### config.mk
export PLATFORM = sky130hd
export DESIGN_NAME = clb_cfg_loader
export DESIGN_NICKNAME = d
export VERILOG_FILES = /design/src/rtl/clb_cfg_pkg.sv /design/src/rtl/clb_cfg_shreg.sv /design/src/rtl/clb_cfg_loader.sv
export SDC_FILE = /design/constraint.sdc
export NUM_CORES = 1
export LEC_CHECK = 0
export CORE_MARGIN = 2
export CORE_UTILIZATION = 60
export DETAILED_ROUTE_END_ITERATION = 6
export PLACE_DENSITY = 0.85
export SYNTH_ARGS = -nofsm -noshare
export SYNTH_HDL_FRONTEND = slang
export SYNTH_SLANG_ARGS = --single-unit
### constraint.sdc
create_clock -name K -period 10.05 [get_ports K]
set_clock_uncertainty 0.2 [all_clocks]
set_input_delay 2.5125 -clock K [delete_from_list [all_inputs] [get_ports K]]
set_output_delay 2.5125 -clock K [all_outputs]
set_load 0.02 [all_outputs]
### src/rtl/clb_cfg_pkg.sv
// Shared constants, CFG field layout and FSM state type for the CLB configuration loader.
package clb_cfg_pkg;

   localparam int unsigned CFG_W    = 37;
   localparam logic [7:0]  PREAMBLE = 8'b1111_0010;
   localparam logic [36:0] CFG_INIT = 37'b10_10_10_00_00_0000000100010110_00_000_111_00_0;

   // Field LSB offsets and widths within CFG (MSB first: mux2sel .. floporlatch)
   localparam int unsigned MUX2SEL_LSB     = 35, MUX2SEL_W     = 2;
   localparam int unsigned MUX3SEL_LSB     = 33, MUX3SEL_W     = 2;
   localparam int unsigned MUX4SEL_LSB     = 31, MUX4SEL_W     = 2;
   localparam int unsigned MUX5SEL_LSB     = 29, MUX5SEL_W     = 2;
   localparam int unsigned MUX6SEL_LSB     = 27, MUX6SEL_W     = 2;
   localparam int unsigned MEM_LSB         = 11, MEM_W         = 16;
   localparam int unsigned COMBOPTION_LSB  = 9,  COMBOPTION_W  = 2;
   localparam int unsigned O2M1_0_LSB      = 8;
   localparam int unsigned O2M2_0_LSB      = 7;
   localparam int unsigned O2M3_0_LSB      = 6;
   localparam int unsigned O2M1_1_LSB      = 5;
   localparam int unsigned O2M2_1_LSB      = 4;
   localparam int unsigned O2M3_1_LSB      = 3;
   localparam int unsigned DQMUX1_LSB      = 2;
   localparam int unsigned DQMUX2_LSB      = 1;
   localparam int unsigned FLOPORLATCH_LSB = 0;

   typedef enum logic [1:0] {
      HUNT = 2'd0,
      LOAD = 2'd1,
      PAR  = 2'd2
   } state_t;

endpackage

### src/rtl/clb_cfg_shreg.sv
// MSB-first shift register with synchronous clear (clear wins over shift).
module clb_cfg_shreg #(
   parameter int unsigned W = 8
) (
   input  logic         clk,
   input  logic         rst,
   input  logic         clr,
   input  logic         en,
   input  logic         din,
   output logic [W-1:0] q
);

   always_ff @(posedge clk or posedge rst) begin
      if (rst)       q <= '0;
      else if (clr)  q <= '0;
      else if (en)   q <= {q[W-2:0], din};
   end

endmodule

### src/rtl/clb_cfg_loader.sv
// Serial configuration loader: preamble hunt, CFG_W-bit frame shift-in, even-parity check
// and atomic commit of the CLB configuration word.
module clb_cfg_loader #(
   parameter int unsigned      CFG_W    = clb_cfg_pkg::CFG_W,
   parameter logic [7:0]       PREAMBLE = clb_cfg_pkg::PREAMBLE,
   parameter logic [CFG_W-1:0] CFG_INIT = clb_cfg_pkg::CFG_INIT
) (
   input  logic             K,
   input  logic             RST,
   input  logic             PROG,
   input  logic             DIN,
   input  logic             DVALID,
   output logic [CFG_W-1:0] CFG,
   output logic             DONE,
   output logic             ERR,
   output logic             BUSY
);

   import clb_cfg_pkg::*;

   localparam int unsigned CNT_W = $clog2(CFG_W + 1);
   localparam logic [CNT_W-1:0] CNT_LAST = CNT_W'(CFG_W - 1);

   state_t           state, state_nx;
   logic [7:0]       hist;
   logic [CFG_W-1:0] shadow;
   logic [CNT_W-1:0] cnt;
   logic             par_acc;
   logic             accept, hist_sh, load_sh, match, par_done;
   logic             unused_hist_msb;

   assign accept          = DVALID & ~PROG;
   assign unused_hist_msb = hist[7];

   always_ff @(posedge K or posedge RST) begin
      if (RST) state <= HUNT;
      else     state <= state_nx;
   end

   always_comb begin
      state_nx = state;
      hist_sh  = 1'b0;
      load_sh  = 1'b0;
      match    = 1'b0;
      par_done = 1'b0;
      unique case (state)
         HUNT: begin
            hist_sh = accept;
            // Compare against the history plus the bit arriving now so the match edge is the last preamble bit
            if (accept && ({hist[6:0], DIN} == PREAMBLE)) begin
               match    = 1'b1;
               state_nx = LOAD;
            end
         end
         LOAD: begin
            load_sh = accept;
            if (accept && (cnt == CNT_LAST)) state_nx = PAR;
         end
         PAR: begin
            if (accept) begin
               par_done = 1'b1;
               state_nx = HUNT;
            end
         end
         default: state_nx = HUNT;
      endcase
      if (PROG) state_nx = HUNT;
   end

   clb_cfg_shreg #(.W(8)) u_hist (
      .clk (K),
      .rst (RST),
      .clr (PROG | par_done),
      .en  (hist_sh),
      .din (DIN),
      .q   (hist)
   );

   clb_cfg_shreg #(.W(CFG_W)) u_shadow (
      .clk (K),
      .rst (RST),
      .clr (PROG | match),
      .en  (load_sh),
      .din (DIN),
      .q   (shadow)
   );

   always_ff @(posedge K or posedge RST) begin
      if (RST) begin
         cnt     <= '0;
         par_acc <= 1'b0;
         CFG     <= CFG_INIT;
         DONE    <= 1'b0;
         ERR     <= 1'b0;
         BUSY    <= 1'b0;
      end else if (PROG) begin
         cnt     <= '0;
         par_acc <= 1'b0;
         CFG     <= CFG_INIT;
         DONE    <= 1'b0;
         ERR     <= 1'b0;
         BUSY    <= 1'b0;
      end else begin
         BUSY <= (state_nx != HUNT);
         if (match) begin
            cnt     <= '0;
            par_acc <= 1'b0;
            DONE    <= 1'b0;
            ERR     <= 1'b0;
         end
         if (load_sh) begin
            par_acc <= par_acc ^ DIN;
            cnt     <= (cnt == CNT_LAST) ? '0 : cnt + 1'b1;
         end
         // Running XOR equals the reduction of the full shadow by the time the parity bit arrives
         if (par_done) begin
            if (par_acc ^ DIN) begin
               ERR <= 1'b1;
            end else begin
               CFG  <= shadow;
               DONE <= 1'b1;
            end
         end
      end
   end

endmodule

# Word level (Yosys, flattened, before mapping)
# Cells that the tools add are included.
[op_classes]
reduce_logical = 9
bitwise_logic = 5
n_mux = 34
eq_ne = 5
n_addsub = 1
[ops]
columns = ["operator", "n"]
rows = [
  ["$mux 37", 5],
  ["$mux 6", 4],
  ["$mux 1", 18],
  ["$mux 7", 2],
  ["$eq 8x8->1 const B", 1],
  ["$mux 2", 4],
  ["$reduce_bool 2->1", 4],
  ["$add 6x1->6 const B", 1],
  ["$eq 6x6->1 const B", 1],
  ["$pmux 2 s3", 1],
  ["$reduce_bool 3->1", 1],
  ["$eq 2x1->1 const B", 1],
  ["$eq 2x2->1 const B", 1],
  ["$logic_and 1x1->1", 2],
  ["$logic_not 2->1", 1],
  ["$ne 2x2->1 const B", 1],
  ["$or 1x1->1", 2],
  ["$reduce_and 2->1", 1],
  ["$and 1x1->1", 1],
  ["$not 1->1", 1],
  ["$xor 1x1->1", 1],
]
[totals]
regBits = 93
elab_cells = 63
out_inout_bits = 40

# Depth between registers and ports, before layout
# Gate-level depths: netlist (run 1).
[depth]
word_depth = 9
mapped_depth = 7

# Modules after synthesis
# Synthesis (run 1) repeated with hierarchy kept, for this count alone.
[unflattened]
hier_cells = 379
hier_area_um2 = 4155.2
[by_module_without_submodules]
columns = ["module", "area_per_inst_um2", "n_inst", "cells_each"]
rows = [
  ["clb_cfg_loader", 2296.0, 1, 232],
  ["clb_cfg_shreg (u_shadow)", 1530.2, 1, 120],
  ["clb_cfg_shreg (u_hist)", 329.1, 1, 27],
]

# Least setup slack after synthesis (run 1)
# Ideal clock, no wire load.
[synth_timing]
path_type = "input port to flip-flop"
start = "input port PROG"
end = "register u_shadow.q[0]"
path_stages = 7
arrival_time_ns = 3.470
setup_ns = 0.136
required_ns = 9.714
setup_slack_ns = 6.243
path_cell_list = "nand2b_1 or2_1 buf_2 buf_4 buf_2 nand2_1 a21oi_1"
[synth_via]
elab_chain_cells = 7
[synth_lines]
columns = ["item", "line_no", "text"]
rows = [
  ["start: declaration", "clb_cfg_loader.sv:10", "input logic PROG,"],
  ["$not 1->1", "clb_cfg_loader.sv:32", "assign accept = DVALID & ~PROG;"],
  ["$and 1x1->1", "clb_cfg_loader.sv:32", ""],
  ["$logic_and 1x1->1", "clb_cfg_loader.sv:50", "if (accept && ({hist[6:0], DIN} == PREAMBLE)) begin"],
  ["$mux 1", "clb_cfg_loader.sv:50", ""],
  ["$mux 1", "clb_cfg_loader.sv:46", "unique case (state)"],
  ["$or 1x1->1", "clb_cfg_loader.sv:82", ".clr (PROG | match),"],
  ["$mux 37 / $reduce_bool 2->1 (equally long branches)", "n/a", ""],
  ["end signal: assignment", "clb_cfg_shreg.sv:16", "else if (en) q <= {q[W-2:0], din};"],
  ["end: declaration", "clb_cfg_shreg.sv:10", "output logic [W-1:0] q"],
]
# Several ways; a longest one is shown, not always the timed one.
# A chain may end at the register's enable or synchronous reset.

# Final worst setup path (run 1)
[layout_timing]
start = "input port DVALID"
end = "register cnt[4]"
[layout_via]
elab_chain_cells = 5
[layout_lines]
columns = ["item", "line_no", "text"]
rows = [
  ["start: declaration", "clb_cfg_loader.sv:12", "input logic DVALID,"],
  ["$and 1x1->1 (*)", "clb_cfg_loader.sv:32", ""],
  ["$logic_and 1x1->1", "clb_cfg_loader.sv:50", ""],
  ["$mux 1", "clb_cfg_loader.sv:50", ""],
  ["$mux 1", "clb_cfg_loader.sv:46", ""],
  ["$reduce_bool 3->1 (no line)", "n/a", ""],
  ["end signal: assignment", "clb_cfg_loader.sv:113", "cnt <= (cnt == CNT_LAST) ? '0 : cnt + 1'b1;"],
  ["end: declaration", "clb_cfg_loader.sv:27", "logic [CNT_W-1:0] cnt;"],
]
# Every way passes the cells marked *; elsewhere a longest branch is shown, timed or not.

==> results.rst, run 1 <==
.. list-table::
   :header-rows: 1

   * - Metric
     - Value
   * - Hold buffer count at CTS
     - 0
   * - TritonCTS Buffers
     - 9
   * - Number of global-route vias before repair
     - 2952
   * - Combinational family with the most area after synthesis
     - simple AND/OR/NAND/NOR gates
   * - Remaining number of nets flagged by the antenna check after routing
     - 0
   * - Clock Latency Late Sink
     - 350 ps
   * - RSZ-0062 raised after global routing
     - false
   * - Antenna Cells
     - 0
   * - Count of flip-flops with a built-in enable after synthesis
     - 0
   * - Number of buffers inserted to repair setup after CTS
     - 0
   * - Fin crit share
     - 0.475
   * - Leakage power
     - 0.00193 uW
   * - Average routed wire per standard cell
     - 14.2 um
   * - Fin. max-slew vios
     - 0
   * - Buffer cell driving the clock tree root
     - clkbuf_8
   * - Post-layout net count
     - 462
   * - Maximum clock insertion buffer count
     - 2
   * - Final setup violation count
     - 0
   * - DIE HEIGHT
     - 85.6 um
   * - Cell depth of the worst flop-to-flop path
     - 4
   * - Worst-path clk slew
     - 80 ps
   * - Avg Inst Size Synth
     - 9.44 um^2
   * - Final hold viol count
     - 0
   * - Xor/xnor cell area share of the yosys netlist
     - 0.00219
   * - Total power density per cell area
     - 144 nW/um^2
   * - Maximum achievable frequency
     - 0.209 GHz
   * - Async set-reset flop share out of synthesis
     - 1.00
   * - Die outline area
     - 7320 um^2
   * - Result of the run
     - finished clean
   * - Setup TNS
     - 0 ps
   * - TritonCTS Sinks
     - 93
   * - Maximum fanout along the worst path
     - 43
   * - Sort of element at the start of the critical path
     - primary input
   * - Adder-cell area share of the yosys netlist
     - 0.00627
   * - Number of warning messages in the yosys log
     - 0
   * - Slew of the pin with the lowest slew margin
     - 1120 ps
   * - Final standard cell area without fillers
     - 4650 um^2
   * - Count of routing violations after the opening detailed-route iteration
     - 288
   * - Mux cell area share after synthesis
     - 0.00251
   * - Share of final-layout standard cells stronger than drive strength 1
     - 0.0826
   * - Normalized max-slew margin
     - 0.256
   * - Total Routed Length
     - 7610 um
   * - Global route total overflow
     - 0
   * - Instance count of the mapped netlist
     - 423
   * - Initial antenna violation count
     - 0
   * - Worst hold path cell count
     - 2
   * - Synthesized-area fraction occupied by and/or/nand/nor cells
     - 0.225
   * - Starting density of the core
     - 0.625
   * - Layout Cells excl Fill
     - 537
   * - Data required, critical path
     - 10090 ps
   * - Start-to-end type of the worst setup path
     - in2reg
   * - Number of standard-cell rows in the floorplan
     - 29
   * - Core area
     - 6390 um^2
   * - Flop and latch count out of synthesis
     - 93
   * - Post-synthesis compound-gate area fraction
     - 0.133
   * - Utilization after layout
     - 0.727
   * - Count of input and output buffers
     - 44
   * - Largest net degree at the start of global routing
     - 94
   * - Number of vias after detailed routing
     - 2985
   * - Max-cap violation count
     - 0
   * - Remaining routing DRC violations
     - 0
   * - Count of cells resized by post-cts repair
     - 0
   * - H-tree lvl count
     - 3
   * - Class of the tightest hold or removal check
     - reg2reg
   * - Prevailing post-synth register cell
     - dfrtp_1
   * - Part of the Yosys area used for sequential elements
     - 0.586
   * - Half-perimeter wire length after detailed placement
     - 4710 um
   * - Cell variety after synth
     - 39
   * - TritonRoute pass-1 iters
     - 5
   * - Combined area of all synthesized cells
     - 3990 um^2
   * - IO Pins
     - 45
   * - Synth Net Count
     - 430
   * - Kind of end point of the critical path
     - flop
   * - DP Area
     - 4420 um^2
   * - Gp weighted congestion
     - 0.830
   * - CTS tree
     - yes
   * - Number of placed instances, taps included
     - 521
   * - Via-per-instance ratio
     - 5.56
   * - P&R area growth vs syn
     - 16.4%
   * - Global-route wire length before repair
     - 13100 um
   * - Die Wd
     - 85.6 um
   * - Arrival time at the worst endpoint
     - 4820 ps
   * - All-Layer GR Usage
     - 0.225
   * - Maximum resistive drop on vdd
     - 0.0981 mV
   * - Minimum clock period
     - 4780 ps
[logic make-up (layout without fill, tap and decap cells)]
family | Yosys count | count (layout)
AND/OR/NAND/NOR | 194 | 194
flip-flops | 93 | 93
adder cells (fa/ha/maj) | 2 | 2
buffers and inverters | 34 | 71
multiplexers | 1 | 1
AO/OA/AOI/OAI | 98 | 98
XOR/XNOR | 1 | 1
[area by class of cell]
cell class	instances	area [um^2]
Tap cell	77	96.3
Clock buffer	12	155
Inverter	6	23.8
Clock inverter	4	70.1
Multi-Input combinational cell	296	1480
Fill cell	453	1740
Sequential cell	93	2340
Timing Repair Buffer	49	478
[cells in the mapped netlist (2+ instances only)]
library cell | n | area (um^2)
nand2_1 | 123 | 462
dfrtp_1 | 83 | 2080
a21oi_1 | 48 | 240
o21ai_0 | 35 | 175
nand2b_1 | 31 | 194
nor2_1 | 13 | 48.8
clkbuf_1 | 11 | 41.3
buf_2 | 10 | 50.1
dfstp_2 | 10 | 263
nand3_1 | 9 | 45.0
inv_1 | 5 | 18.8
a211o_1 | 4 | 35.0
buf_6 | 4 | 45.0
o21ai_1 | 4 | 20.0
and3_1 | 3 | 18.8
buf_4 | 3 | 22.5
nor2b_1 | 3 | 18.8
ha_1 | 2 | 25.0
nor3_1 | 2 | 10.0
[per-layer routing]
layer / share of wire / GRT usage / wire length, um
met5: 0 / 0 / 0
met4: 0.023 / 0.104 / 172
met3: 0.029 / 0.0356 / 220
met2: 0.50 / 0.384 / 3830
met1: 0.45 / 0.286 / 3390
[critical path: stages]
cell and delay (ps):
clkdlybuf4s50_1 560, nor2b_1 460, a41o_2 770, nor2_1 170
a211o_1 330
[where the power goes]
part	switching, uW	leakage [uW]	total [uW]	internal [uW]
clock network	122	0.000116	275	153
logic	15.2	0.000550	20.2	5.06
registers	0.463	0.00126	375	375
[stage by stage]
stage               power, uW  setup slack, ps  hold WS, ps
global route              691             5080          332
detailed placement        403             4900          295
floorplan                 397             4930          252
finish                    670             5270          312
CTS                       675             5290          318
global placement          403             5020          269
[cell usage in the layout, fill, tap and decap left out, types with 2 or more instances in the layout]
cell             Yosys  final
ha_1                 2      2
dfstp_2             10     10
dfrtp_1             83     83
nor2b_1              3      3
clkinv_2             0      3
and3_1               3      3
nand2b_1            31     31
inv_1                5      4
a21oi_1             48     48
nor3_1               2      2
o21ai_1              4      4
buf_4                3      5
bufinv_16            0      2
nand2_1            123    123
clkdlybuf4s50_1      0     44
clkbuf_8             0     11
o21ai_0             35     35
nand3_1              9      9
a211o_1              4      4
nor2_1              13     12
[registers in the layout, summed over array words and instances (netlist names)]
register    cells
BUSY            1
ERR             1
par_acc         1
DONE            1
u_hist.q        7
cnt             6
u_shadow.q     37
CFG            37
state           2
[path summary, 6_finish.rpt]
path,to,start,slack [ps]
setup / recovery,cnt[4],DVALID,5270
hold / removal,CFG[24],u_shadow.q[24],310
setup reg to reg,cnt[4],state[0],7540
hold reg to reg,CFG[24],u_shadow.q[24],310
max in group asynchronous,state[1],RST,6310
min in group asynchronous,CFG[21],RST,2640
(Power assumes the default switching activity.)
==> inputs of run 2 (changes only) <==
--- a/config.mk
+++ b/config.mk
@@ -6,9 +6,9 @@
 export NUM_CORES = 1
 export LEC_CHECK = 0
 export CORE_MARGIN = 2
-export CORE_UTILIZATION = 60
+export CORE_UTILIZATION = 50
 export DETAILED_ROUTE_END_ITERATION = 6
-export PLACE_DENSITY = 0.85
+export PLACE_DENSITY = 0.76
 export SYNTH_ARGS = -nofsm -noshare
 export SYNTH_HDL_FRONTEND = slang
 export SYNTH_SLANG_ARGS = --single-unit
==> constraint.sdc (replaced) <==
create_clock -name K -period 4 [get_ports K]
set_clock_uncertainty 0.2 [all_clocks]
set_input_delay 1 -clock K [delete_from_list [all_inputs] [get_ports K]]
set_output_delay 1 -clock K [all_outputs]
set_load 0.02 [all_outputs]
==> run 2 against run 1 <==
Power rose by 140%; via count rose by 0.17%; register-to-register slack got worse by 5800 ps; critical endpoint is now cnt[5]; core utilization fell by 12 points; clock-buffer cell count did not move; highest routed layer unchanged; critical path depth did not move; routed wire length rose by 0.62%; cell area rose by 0.67%; setup slack got worse by 4200 ps; cell count rose by 5.2%; largest cell class unchanged; clock power rose by 120%.
==> results.rst, run 2 (same netlist as run 1, synthesis figures left out) <==
.. list-table::
   :header-rows: 1

   * - Metric
     - Value
   * - Utilization after layout
     - 0.605 (-0.122)
   * - Number of placed instances, taps included
     - 549 (+5.4%)
   * - RSZ-0062 raised after global routing
     - false
   * - Internal Power
     - 1250 uW (+130%)
   * - Core area
     - 7730 um^2 (+21%)
   * - Worst-path clk slew
     - 80 ps (about the same)
   * - Kind of end point of the critical path
     - flop
   * - Count of input and output buffers
     - 44 (unchanged)
   * - Hold buffer count at CTS
     - 0 (unchanged)
   * - TritonRoute pass-1 iters
     - 4 (-1)
   * - IO Pins
     - 45 (unchanged)
   * - Number of vias after detailed routing
     - 2990 (+0.17%)
   * - Final setup violation count
     - 0 (unchanged)
   * - Global-route wire length before repair
     - 13000 um (-0.84%)
   * - Switching Share
     - 0.219 (+0.0135)
   * - Average routed wire per standard cell
     - 13.6 um (-4.4%)
   * - P&R area growth vs syn
     - 17.1%
   * - Remaining routing DRC violations
     - 0 (unchanged)
   * - TritonCTS Sinks
     - 93 (unchanged)
   * - Buffer cell driving the clock tree root
     - clkbuf_8
   * - Top library cells by usage in the layout, fill and taps aside
     - nand2_1, dfrtp_1, a21oi_1, clkdlybuf4s50_1, o21ai_0
   * - TritonCTS Buffers
     - 9 (unchanged)
   * - Data required, critical path
     - 4040 ps (-6050 ps)
   * - Gp weighted congestion
     - 0.850 (+2.4%)
   * - Power share of the clock group
     - 0.374 (-0.036)
   * - Worst hold margin
     - 299 ps (-12.9 ps)
   * - Sequential power share
     - 0.591 (+0.031)
   * - Antenna Cells
     - 0 (unchanged)
   * - Arrival time at the worst endpoint
     - 3020 ps (-1800 ps)
   * - Count of cells resized by post-cts repair
     - 0 (unchanged)
   * - Remaining number of nets flagged by the antenna check after routing
     - 0 (unchanged)
   * - Sort of element at the start of the critical path
     - primary input
   * - R2r setup slk
     - 1790 ps (-5750 ps)
   * - Largest net degree at the start of global routing
     - 55 (-41%)
   * - Class of the tightest hold or removal check
     - reg2reg
   * - Fin. max-slew vios
     - 0 (unchanged)
   * - Maximum fanout along the worst path
     - 18 (-58%)
   * - Share of final-layout standard cells stronger than drive strength 1
     - 0.0842 (+0.00162)
   * - Result of the run
     - finished clean
   * - Maximum achievable frequency
     - 0.336 GHz
   * - Max-cap violation count
     - 0 (unchanged)
   * - Minimum clock period
     - 2980 ps
   * - Fin crit share
     - 0.744
   * - Die Wd
     - 93.4 um (+9.1%)
   * - Total Routed Length
     - 7660 um (+0.62%)
   * - Largest registers
     - CFG (37), u_shadow.q (37), u_hist.q (7)
   * - H-tree lvl count
     - 3 (unchanged)
   * - Start-to-end type of the worst setup path
     - in2reg
   * - Via-per-instance ratio
     - 5.29 (-4.8%)
   * - P_sw
     - 348 uW (+150%)
   * - Initial antenna violation count
     - 0 (unchanged)
   * - Clock Latency Late Sink
     - 350 ps (about the same)
   * - Most frequent standard cell in the layout excluding fill and tap cells
     - nand2_1
   * - Maximum clock insertion buffer count
     - 2 (unchanged)
   * - All-Layer GR Usage
     - 0.192 (-0.0337)
   * - Leakage power
     - 0.00192 uW (-0.51%)
   * - Setup TNS
     - 0 ps (unchanged)
   * - DIE HEIGHT
     - 93.4 um (+9.1%)
   * - Number of standard-cell rows in the floorplan
     - 32 (+10%)
   * - Total power density per cell area
     - 341 nW/um^2 (+140%)
   * - Layout Cells excl Fill
     - 565 (+5.2%)
   * - Slew of the pin with the lowest slew margin
     - 700 ps (-417 ps)
   * - Logic pwr share
     - 0.035 (+0.005)
   * - Starting density of the core
     - 0.517 (-0.109)
   * - Post-layout net count
     - 465 (+0.65%)
   * - Normalized max-slew margin
     - 0.533 (+0.277)
   * - Global route total overflow
     - 0 (unchanged)
   * - Final hold viol count
     - 0 (unchanged)
   * - Die outline area
     - 8720 um^2 (+19%)
   * - CTS tree
     - yes
   * - Half-perimeter wire length after detailed placement
     - 5130 um (+9.0%)
   * - Number of global-route vias before repair
     - 2841 (-3.8%)
   * - Count of routing violations after the opening detailed-route iteration
     - 141 (-51%)
   * - Number of buffers inserted to repair setup after CTS
     - 0 (unchanged)
   * - Maximum resistive drop on vdd
     - 0.229 mV (+130%)
[run 2: cell types whose count changed in the layout (fill, tap and decap cells not counted)]
cell	previous run	this run
buf_4	5	7
clkbuf_1	1	3
clkbuf_8	11	9
clkinvlp_4	0	2
buf_12	0	1
bufinv_16	2	1
clkinv_2	3	2
nor2_2	1	0
nor2_4	0	1
[run 2: layout make-up]
class                           instances  area [um^2]
Fill cell                             672         3050
Inverter                                6         23.8
Timing Repair Buffer                   52          513
Tap cell                              102          128
Sequential cell                        93         2340
Clock inverter                          4         50.0
Multi-Input combinational cell        296         1490
Clock buffer                           12          135
[run 2: path summary, 6_finish.rpt]
kind | startpoint | endpoint | cells past startpoint
max in group asynchronous | RST | CFG[34] | 3
worst min-delay path | u_shadow.q[36] | CFG[36] | 2
worst max-delay path | DVALID | cnt[5] | 5
worst max register to register | state[0] | cnt[5] | 4
min in group asynchronous | RST | CFG[23] | 2
worst min register to register | u_shadow.q[36] | CFG[36] | 2
[run 2: critical path, cell delays in order]
cell and delay, ps:
clkdlybuf4s50_1 570, nor2b_1 500, a41o_2 510, nor2_1 120, a211o_1 310
[run 2: power by group through the flow]
stage,combinational (uW),clock [uW],sequential (uW)
3_5_place_dp,57.8,0,961
6_report,55.5,596,943
4_1_cts,57.9,610,943
3_3_place_gp,57.0,0,961
5_1_grt,63.3,646,943
2_1_floorplan,37.2,0,961
[run 2: through the flow]
| step | worst slack, ps | total power [uW] | instance area [um^2] |
|---|---|---|---|
| finish | 1020 | 1590 | 4680 |
| global route | 869 | 1650 | 4680 |
| CTS | 1050 | 1610 | 4680 |
| detailed placement | 673 | 1020 | 4490 |
| global placement | 672 | 1020 | 4490 |
| floorplan | 396 | 998 | 3990 |
[run 2: metal layers]
| metal | GRT usage | wire length, um | vias up |
|---|---|---|---|
| met5 | 0 | 0 | - |
| met4 | 0.0735 | 107 | 0 |
| met3 | 0.0411 | 254 | 7 |
| met2 | 0.321 | 3890 | 43 |
| met1 | 0.244 | 3410 | 1475 |
| li1 | - | - | 1465 |
==> inputs of run 3 (changes only) <==
==> constraint.sdc (replaced) <==
create_clock -name K -period 2.72 [get_ports K]
set_clock_uncertainty 0.2 [all_clocks]
set_input_delay 0.68 -clock K [delete_from_list [all_inputs] [get_ports K]]
set_output_delay 0.68 -clock K [all_outputs]
set_load 0.02 [all_outputs]
==> run 3 against run 2 <==
Combinational power increased by 69%; highest routed layer unchanged; cell count increased by 1.1%; setup slack got worse by 680 ps; clock-buffer cell count unchanged; cell area increased by 2.5%; critical endpoint is now CFG[12]; largest cell class unchanged; sequential share of layout area decreased by 1.2 points.
==> results.rst, run 3 (same netlist as run 1, synthesis figures left out) <==
.. list-table::
   :header-rows: 1

   * - Metric
     - Value
   * - Result of the run
     - finished clean
   * - Sequential power share
     - 0.581 (-0.010)
   * - R2r setup slk
     - 880 ps (-910 ps)
   * - TritonCTS Buffers
     - 9 (unchanged)
   * - Timing startpoint of the critical path
     - CFG[12]
   * - Maximum clock insertion buffer count
     - 2 (unchanged)
   * - Number of global-route vias before repair
     - 2939 (+3.4%)
   * - Slew of the pin with the lowest slew margin
     - 512 ps (-187 ps)
   * - Remaining number of nets flagged by the antenna check after routing
     - 0 (unchanged)
   * - Most frequent standard cell in the layout excluding fill and tap cells
     - nand2_1
   * - DIE HEIGHT
     - 93.4 um (unchanged)
   * - Power share of the clock group
     - 0.380 (+0.006)
   * - Layout Cells excl Fill
     - 571 (+1.1%)
   * - Number of buffers inserted to repair setup after CTS
     - 0 (unchanged)
   * - Core area
     - 7730 um^2 (unchanged)
   * - Buffer cell driving the clock tree root
     - clkbuf_8
   * - Launch instance of the worst register-to-register path
     - cnt[0]
   * - Largest registers
     - CFG (37), u_shadow.q (37), u_hist.q (7)
   * - CTS tree
     - yes
   * - Highest cell delay on the worst timing path
     - 600 ps (+30 ps)
   * - Kind of end point of the critical path
     - output pin
   * - Maximum achievable frequency
     - 0.421 GHz
   * - RSZ-0062 raised after global routing
     - false
   * - Hold buffer count at CTS
     - 0 (unchanged)
   * - Remaining routing DRC violations
     - 0 (unchanged)
   * - Die outline area
     - 8720 um^2 (unchanged)
   * - Standard cell with the maximum stage delay on the critical path
     - clkdlybuf4s50_1
   * - Count of input and output buffers
     - 44 (unchanged)
   * - Count of cells resized by post-cts repair
     - 0 (unchanged)
   * - TritonCTS Sinks
     - 93 (unchanged)
   * - P_sw
     - 521 uW (+50%)
   * - Cell family with the largest share of critical-path delay
     - buffers and inverters
   * - Via-per-instance ratio
     - 5.28 (-0.19%)
   * - Share of final-layout standard cells stronger than drive strength 1
     - 0.0981 (+0.0138)
   * - Final setup violation count
     - 0 (unchanged)
   * - Fin. max-slew vios
     - 0 (unchanged)
   * - Normalized max-slew margin
     - 0.658 (+0.125)
   * - Fin crit share
     - 0.873
   * - Starting density of the core
     - 0.517 (unchanged)
   * - Number of standard-cell rows in the floorplan
     - 32 (unchanged)
   * - Antenna Cells
     - 0 (unchanged)
   * - Count of routing violations after the opening detailed-route iteration
     - 128 (-9.2%)
   * - Internal Power
     - 1870 uW (+50%)
   * - Max-cap violation count
     - 0 (unchanged)
   * - Minimum clock period
     - 2370 ps
   * - Top library cells by usage in the layout, fill and taps aside
     - nand2_1, dfrtp_1, a21oi_1, clkdlybuf4s50_1, o21ai_0
   * - Global route total overflow
     - 0 (unchanged)
   * - Average routed wire per standard cell
     - 13.5 um (-0.38%)
   * - Switching Share
     - 0.218 (-0.000389)
   * - Worst-path clk slew
     - 90 ps (about the same)
   * - P&R area growth vs syn
     - 20.1%
   * - Number of placed instances, taps included
     - 555 (+1.1%)
   * - All-Layer GR Usage
     - 0.196 (+0.00468)
   * - Sort of element at the start of the critical path
     - flop
   * - Total Routed Length
     - 7710 um (+0.68%)
   * - Die Wd
     - 93.4 um (unchanged)
   * - Maximum fanout along the worst path
     - 2 (-16)
   * - Maximum resistive drop on vdd
     - 0.299 mV (+31%)
   * - Gp weighted congestion
     - 0.843 (-0.86%)
   * - Clock Latency Late Sink
     - 350 ps (about the same)
   * - Logic pwr share
     - 0.039 (+0.004)
   * - IO Pins
     - 45 (unchanged)
   * - Total power density per cell area
     - 498 nW/um^2 (+46%)
   * - Initial antenna violation count
     - 0 (unchanged)
   * - Global-route wire length before repair
     - 13500 um (+3.7%)
   * - Setup TNS
     - 0 ps (unchanged)
   * - Number of filler instances in the final layout
     - 628 (-6.5%)
   * - Largest net degree at the start of global routing
     - 76 (+38%)
   * - Final hold viol count
     - 0 (unchanged)
   * - Number of vias after detailed routing
     - 3016 (+0.87%)
   * - Half-perimeter wire length after detailed placement
     - 5190 um (+1.2%)
   * - Data required, critical path
     - 1840 ps (-2200 ps)
   * - Start-to-end type of the worst setup path
     - reg2out
   * - Arrival time at the worst endpoint
     - 1490 ps (-1530 ps)
   * - Crit-path cells
     - clkdlybuf4s50_1
   * - TritonRoute pass-1 iters
     - 4 (unchanged)
   * - Start point of the worst hold path
     - CFG[15]
   * - Leakage power
     - 0.00198 uW (+2.9%)
   * - Post-layout net count
     - 471 (+1.3%)
   * - Class of the tightest hold or removal check
     - reg2reg
   * - Total buffers and inverters traversed by the critical path
     - 1 (unchanged)
   * - H-tree lvl count
     - 3 (unchanged)
==> run 3: changes by cell type in the layout (fill, tap and decap cells not counted) <==
cell        before  now
clkbuf_1         3    2
clkbuf_8         9   10
clkinvlp_4       2    1
buf_4            7    8
buf_12           1    6
clkinv_4         0    1
==> run 3: layout make-up <==
class / instances / area [um^2] / area share
tap: 102 / 128 / 0.0266
inverter: 6 / 26.3 / 0.00548
timing repair buffer: 58 / 621 / 0.129
clock inverter: 4 / 48.8 / 0.0102
sequential: 93 / 2340 / 0.488
clock buffer: 12 / 145 / 0.0303
multi-input combinational: 296 / 1490 / 0.310
==> run 3: power by group through the flow <==
| stage | Combinational, uW | Sequential (uW) | Clock, uW |
|---|---|---|---|
| floorplan | 55.0 | 1410 | 0 |
| global placement | 94.0 | 1410 | 0 |
| detailed placement | 96.2 | 1410 | 0 |
| CTS | 96.4 | 1390 | 927 |
| global route | 105 | 1390 | 984 |
| finish | 94.0 | 1390 | 907 |
==> run 3: metrics by stage <==
stage | setup WS, ps | hold WS, ps | power, uW | utilization | instance area [um^2]
after CTS | 323 | 319 | 2410 | 0.621 | 4800
after floorplan | 746 | 252 | 1470 | - | 4000
final | 345 | 318 | 2390 | 0.621 | 4800
after global placement | 120 | 291 | 1510 | 0.596 | 4600
after global routing | 294 | 343 | 2480 | 0.621 | 4800
after detailed placement | 65.6 | 295 | 1510 | 0.596 | 4600
==> run 3: worst paths after layout <==
kind                                   to  depth (start not counted)
max in group asynchronous          CFG[3]                          3
max reg2reg                        cnt[3]                          6
min in group asynchronous  u_shadow.q[26]                          2
min                               CFG[15]                          2
min reg2reg                       CFG[15]                          2
max                               CFG[12]                          1
==> run 3: worst register-to-register path, delay by kind of cell, from the launching register on <==
| kind | cells | cell delay (ps) |
|---|---|---|
| and+or+nand+nor | 2 | 440 |
| buffers and inverters | 1 | 80 |
| adders and majority gates | 1 | 200 |
| DFF | 1 | 380 |
| AOI/OAI and AO/OA | 2 | 490 |
==> run 3: per-layer routing <==
metal	vias up	GRT usage	routed length (um)
li1	1476	-	-
met1	1483	0.253	3420
met2	50	0.330	3960
met3	7	0.0443	244
met4	0	0.0625	95
met5	-	0	0
